[config.mk]
export PLATFORM = sky130hd
export DESIGN_NAME = tone_gen
export DESIGN_NICKNAME = d
export VERILOG_FILES = /design/src/rtl/tone_gen_pkg.sv /design/src/rtl/tone_gen_enc.sv /design/src/rtl/tone_gen.sv
export SDC_FILE = /design/constraint.sdc
export NUM_CORES = 1
export LEC_CHECK = 0
export CORE_UTILIZATION = 40
export DETAILED_ROUTE_END_ITERATION = 16
export GPL_TIMING_DRIVEN = 0
export SYNTH_ARGS = -nofsm -noshare
export SYNTH_HDL_FRONTEND = slang
export SYNTH_SLANG_ARGS = --single-unit
[constraint.sdc]
create_clock -name clk -period 7.3 [get_ports clk]
set_input_delay 0.73 -clock clk [delete_from_list [all_inputs] [get_ports clk]]
set_output_delay 0.73 -clock clk [all_outputs]
set_load 0.02 [all_outputs]
[src/rtl/tone_gen_pkg.sv]
// rtl/tone_gen_pkg.sv - shared types and note table for the tone generator
package tone_gen_pkg;

  localparam int NUM_NOTES = 12;
  localparam logic [2:0] OCT_MUTE = 3'd7;
  localparam longint unsigned REF_HZ = 64'd10_000_000;

  typedef enum logic [1:0] {
    ST_IDLE,
    ST_LOAD,
    ST_PLAY
  } state_t;

  // Octave-0 half-periods in clocks at REF_HZ, C..B
  localparam logic [17:0] BASE [NUM_NOTES] = '{
    18'd152891, 18'd144309, 18'd136210, 18'd128566,
    18'd121350, 18'd114537, 18'd108110, 18'd102043,
    18'd96315,  18'd90909,  18'd85807,  18'd80991
  };

  function automatic logic [17:0] scale_base(input logic [17:0] b, input longint unsigned clk_hz);
    longint unsigned t;
    t = (64'(b) * clk_hz) / REF_HZ;
    return t[17:0];
  endfunction

endpackage

[src/rtl/tone_gen_enc.sv]
// rtl/tone_gen_enc.sv - lowest-set-bit priority encoder for the note keys
module note_prio_enc
  import tone_gen_pkg::*;
(
  input  logic [11:0] keys,
  output logic        valid,
  output logic [3:0]  idx
);

  always_comb begin
    valid = 1'b0;
    idx   = 4'd0;
    // Scan downward so the lowest pressed key is written last and wins
    for (int i = NUM_NOTES - 1; i >= 0; i--) begin
      if (keys[i]) begin
        valid = 1'b1;
        idx   = 4'(i);
      end
    end
  end

endmodule

[src/rtl/tone_gen.sv]
// rtl/tone_gen.sv - square-wave note generator with key priority and octave shift
module tone_gen
  import tone_gen_pkg::*;
#(
  parameter int unsigned CLK_HZ = 10_000_000
) (
  input  logic        clk,
  input  logic        rst,
  input  logic [2:0]  octave,
  input  logic [11:0] keys,
  input  logic        en,
  output logic        wave,
  output logic        note_active,
  output logic [3:0]  note_idx
);

  state_t      state;
  logic [11:0] keys_s;
  logic [2:0]  oct_s;
  logic        en_s;
  logic [3:0]  note_lat;
  logic [2:0]  oct_lat;
  logic [17:0] cnt;

  logic        key_valid;
  logic [3:0]  key_idx;
  logic [17:0] base_sel;
  logic [17:0] half_m1;
  logic        go;
  logic        changed;

  note_prio_enc u_enc (
    .keys  (keys_s),
    .valid (key_valid),
    .idx   (key_idx)
  );

  always_comb begin
    base_sel = '0;
    for (int i = 0; i < NUM_NOTES; i++) begin
      if (key_idx == 4'(i)) base_sel = scale_base(BASE[i], 64'(CLK_HZ));
    end
  end

  assign half_m1 = (base_sel >> oct_s) - 18'd1;
  assign go      = en_s && key_valid && (oct_s != OCT_MUTE);
  assign changed = (key_idx != note_lat) || (oct_s != oct_lat);

  // The counter is loaded on entry to LOAD and keeps counting through it,
  // so LOAD is the first cycle of the first half-period.
  always_ff @(posedge clk or posedge rst) begin
    if (rst) begin
      state       <= ST_IDLE;
      keys_s      <= '0;
      oct_s       <= '0;
      en_s        <= 1'b0;
      note_lat    <= '0;
      oct_lat     <= '0;
      cnt         <= '0;
      wave        <= 1'b0;
      note_active <= 1'b0;
      note_idx    <= '0;
    end else begin
      keys_s <= keys;
      oct_s  <= octave;
      en_s   <= en;
      case (state)
        ST_IDLE: begin
          wave        <= 1'b0;
          note_active <= 1'b0;
          note_idx    <= '0;
          if (go) begin
            state       <= ST_LOAD;
            note_lat    <= key_idx;
            oct_lat     <= oct_s;
            cnt         <= half_m1;
            note_active <= 1'b1;
            note_idx    <= key_idx;
          end
        end
        ST_LOAD: begin
          cnt   <= cnt - 18'd1;
          state <= ST_PLAY;
        end
        ST_PLAY: begin
          if (!go) begin
            state       <= ST_IDLE;
            wave        <= 1'b0;
            note_active <= 1'b0;
            note_idx    <= '0;
            cnt         <= '0;
          end else if (changed) begin
            state    <= ST_LOAD;
            note_lat <= key_idx;
            oct_lat  <= oct_s;
            cnt      <= half_m1;
            wave     <= 1'b0;
            note_idx <= key_idx;
          end else if (cnt == 18'd0) begin
            wave <= ~wave;
            cnt  <= half_m1;
          end else begin
            cnt <= cnt - 18'd1;
          end
        end
        default: state <= ST_IDLE;
      endcase
    end
  end

endmodule

==> impl_metrics.ini <==
[die]
ios = 24
fp.coreArea_um2 = 9729
start_util_pct = 41.27
dieArea_um2 = 10440
die_w_um = 102.2
fp.dieH_um = 102.2
num_rows = 36

[setup_path]
crit_start = keys_s[6]$_DFF_PP0_
path_class = flop to flop
path_cells = or4_1, buf_4, nor3_4, nand3_2, nand2_1, a21oi_1, a311oi_1, o31a_1, ha_1, o2111ai_1, nor3_2, a31oi_1, o221a_1
endpoint_kind = flop
reg2reg_from = keys_s[6]$_DFF_PP0_
crit_slowest_cell = or4_1
worstPathArrival_ns = 3.92
worstPathMaxFanout = 8
start_kind = flop
cpPeakStageDelay_ns = 0.53
required_ns = 7.50

[timing]
slew_headroom_pct = 46.92
setup_violations = 0
finClkSkew_ns = 0.01556
period_needed_ns = 3.715
setup_tns_ns = 0
rsz0062_at_grt = false
fin_crit_sh_pct = 50.88
fmax_ghz = 0.2692
slew_violations = 0
worstMarginPinSlew_ns = 0.7902
hold_viol_final = 0

[cts]
clock_sinks = 49
holdBufCountCts = 0
cts_resized = 0
clk_latency_ns = 0.31
cts_setup_buffers = 0
cts_max_path_buffers = 2
cts_tree = yes
htree_levels = 2
numCtsBuffers = 5
root_buffer = clkbuf_8
path_clk_slew_ns = 0.10

[layout]
fin_cells = 646
seqCellArea_um2 = 1226
syn_to_final_growth_pct = 13.06
n_antenna_cell = 0
drive_above_1_share_pct = 12.09
final_cell_mix = o21ai_0 (53), dfrtp_1 (49), nor2_1 (43), a21oi_1 (35), nand2_1 (33)
layout_commonest_cell = o21ai_0
n_fill_cell = 1010
multi_input_area_um2 = 2597
nets = 538

[drt]
avgRoutedWirePerCell_um = 18.24
postRouteAntennaNets = 0
vias_per_cell = 6.006
routed_wirelength_um = 11780
dr.pass1.iters = 5
drt_iter0_markers = 255
vias = 3880
drcViolationCount = 0

[logic_synthesis]
ys_ff_latch = 49
seq_area_frac_synth_pct = 30.54
syn_inst = 482
synth_warnings = 0
syn_nets = 507
syn_avg_cell_area_um2 = 8.330
async_flop_share_pct = 100.0
synth_edf_count = 0
syn_area_um2 = 4015
synth_cell_types = 84
synth_top_flop_cell = dfrtp_1

[global_routing]
grt_first_pass_wirelength_um = 19240
antenna_found_initial = 0
grt_usage_pct = 23.86
grt_overflow_total = 0
grt_pass1_vias = 3678
grt_max_degree = 27

[outcome]
status = completed

[power_and_ir_drop]
leakage_nw = 1.701
vdd_drop_max_v = 0.00009739
powerDensity_nw_per_um2 = 269.5

[min_path]
hold_path.class = flop to flop
min_from = note_idx[0]$_DFFE_PP0P_

[place]
detailed_place_hpwl_um = 9073
place_inst = 639
place.gp.congestion = 0.9418
io_buffers = 23

[flow_run]
drv_cap = 0
## power breakdown
group / switching [mW] / internal, mW
registers: 0.0667 / 0.345
clock network: 0.0974 / 0.102
logic: 0.379 / 0.234
total: 0.543 / 0.680
## metrics by stage
| stage | power [mW] | area, um2 | util [%] | hold WS [ns] | setup WS (ns) |
|---|---|---|---|---|---|
| global route | 1.324 | 4539 | 46.66 | 0.5228 | 3.399 |
| finish | 1.223 | 4539 | 46.66 | 0.4939 | 3.585 |
| detailed placement | 1.025 | 4432 | 45.55 | 0.4770 | 3.670 |
| global placement | 1.016 | 4412 | 45.34 | 0.4692 | 3.658 |
| CTS | 1.233 | 4539 | 46.66 | 0.5007 | 3.651 |
| floorplan | 0.8582 | 4015 | - | 0.4474 | 4.169 |
## per-layer routing
metal  global-route usage, %  vias to the layer above  wire length, um
met1                   30.75                     1835             5249
li1                        -                     1885                -
met5                       0                        -                0
met4                   8.681                        0              302
met3                   2.462                       20              557
met2                   41.30                      140             5672
## cells by family (layout without fill, tap and decap cells)
| kind of cell | after synthesis | in the layout | synth area share (%) |
|---|---|---|---|
| AOI/OAI and AO/OA | 189 | 189 | 33.31 |
| xor gates and xnor gates | 14 | 14 | 3.054 |
| adders and majority gates | 7 | 7 | 2.181 |
| buffers and inverters | 47 | 78 | 4.768 |
| DFF | 49 | 49 | 30.54 |
| muxes | 13 | 13 | 3.833 |
| and+or+nand+nor | 163 | 163 | 22.31 |
## flip-flops by register name (all words and copies together) (netlist names)
signal       count
oct_s            3
cnt             18
oct_lat          3
en_s             1
note_active      1
state            2
wave             1
note_idx         4
note_lat         4
keys_s          12
## synthesized netlist by cell type, types with 4 or more instances
library cell	count	area share, %
mux2_2	9	2.5
o21a_1	4	0.75
o21ai_0	53	6.6
nor2_1	43	4.0
nor4_1	5	0.78
a21oi_1	35	4.4
nand4b_1	4	0.87
o211ai_1	6	1.1
a22oi_1	4	0.75
buf_2	6	0.75
nand3_1	16	2.0
o2111ai_1	4	0.87
o22ai_1	5	0.78
nand2_1	33	3.1
clkbuf_1	18	1.7
a21oi_2	5	1.1
inv_1	18	1.7
xor2_1	8	1.7
a21o_1	6	1.1
xnor2_1	6	1.3
dfrtp_1	49	31
ha_1	7	2.2
nor3_1	26	3.2
o21ai_1	8	1.0
a31oi_1	7	1.1
## layout make-up
type                       instances  share of cell area, %
tap                              133                  3.666
multi-input combinational        386                  57.22
clock inverter                     2                 0.8545
timing repair buffer              24                  5.513
inverter                          20                  1.654
clock buffer                       5                  1.516
buffer                            27                  2.563
sequential                        49                  27.01
## final timing paths
check	endpoint	slack, ns	depth (start not counted)
min	note_idx[0]$_DFFE_PP0P_	0.49	2
max	cnt[8]$_DFFE_PP0P_	3.59	13
min in group asynchronous	oct_s[0]$_DFF_PP0_	0.79	2
max reg2reg	cnt[8]$_DFFE_PP0P_	3.59	13
max in group asynchronous	note_lat[2]$_DFFE_PP0P_	5.97	3
min reg2reg	note_idx[0]$_DFFE_PP0P_	0.49	2
## critical path, delay by kind of cell, from the launching register on
family | cells | cell delay (ns)
flip-flops | 1 | 0.47
AND/OR/NAND/NOR | 5 | 1.46
AO/OA/AOI/OAI | 6 | 1.28
buffers and inverters | 1 | 0.18
adder cells (fa/ha/maj) | 1 | 0.22
(Power assumes the default switching activity.)
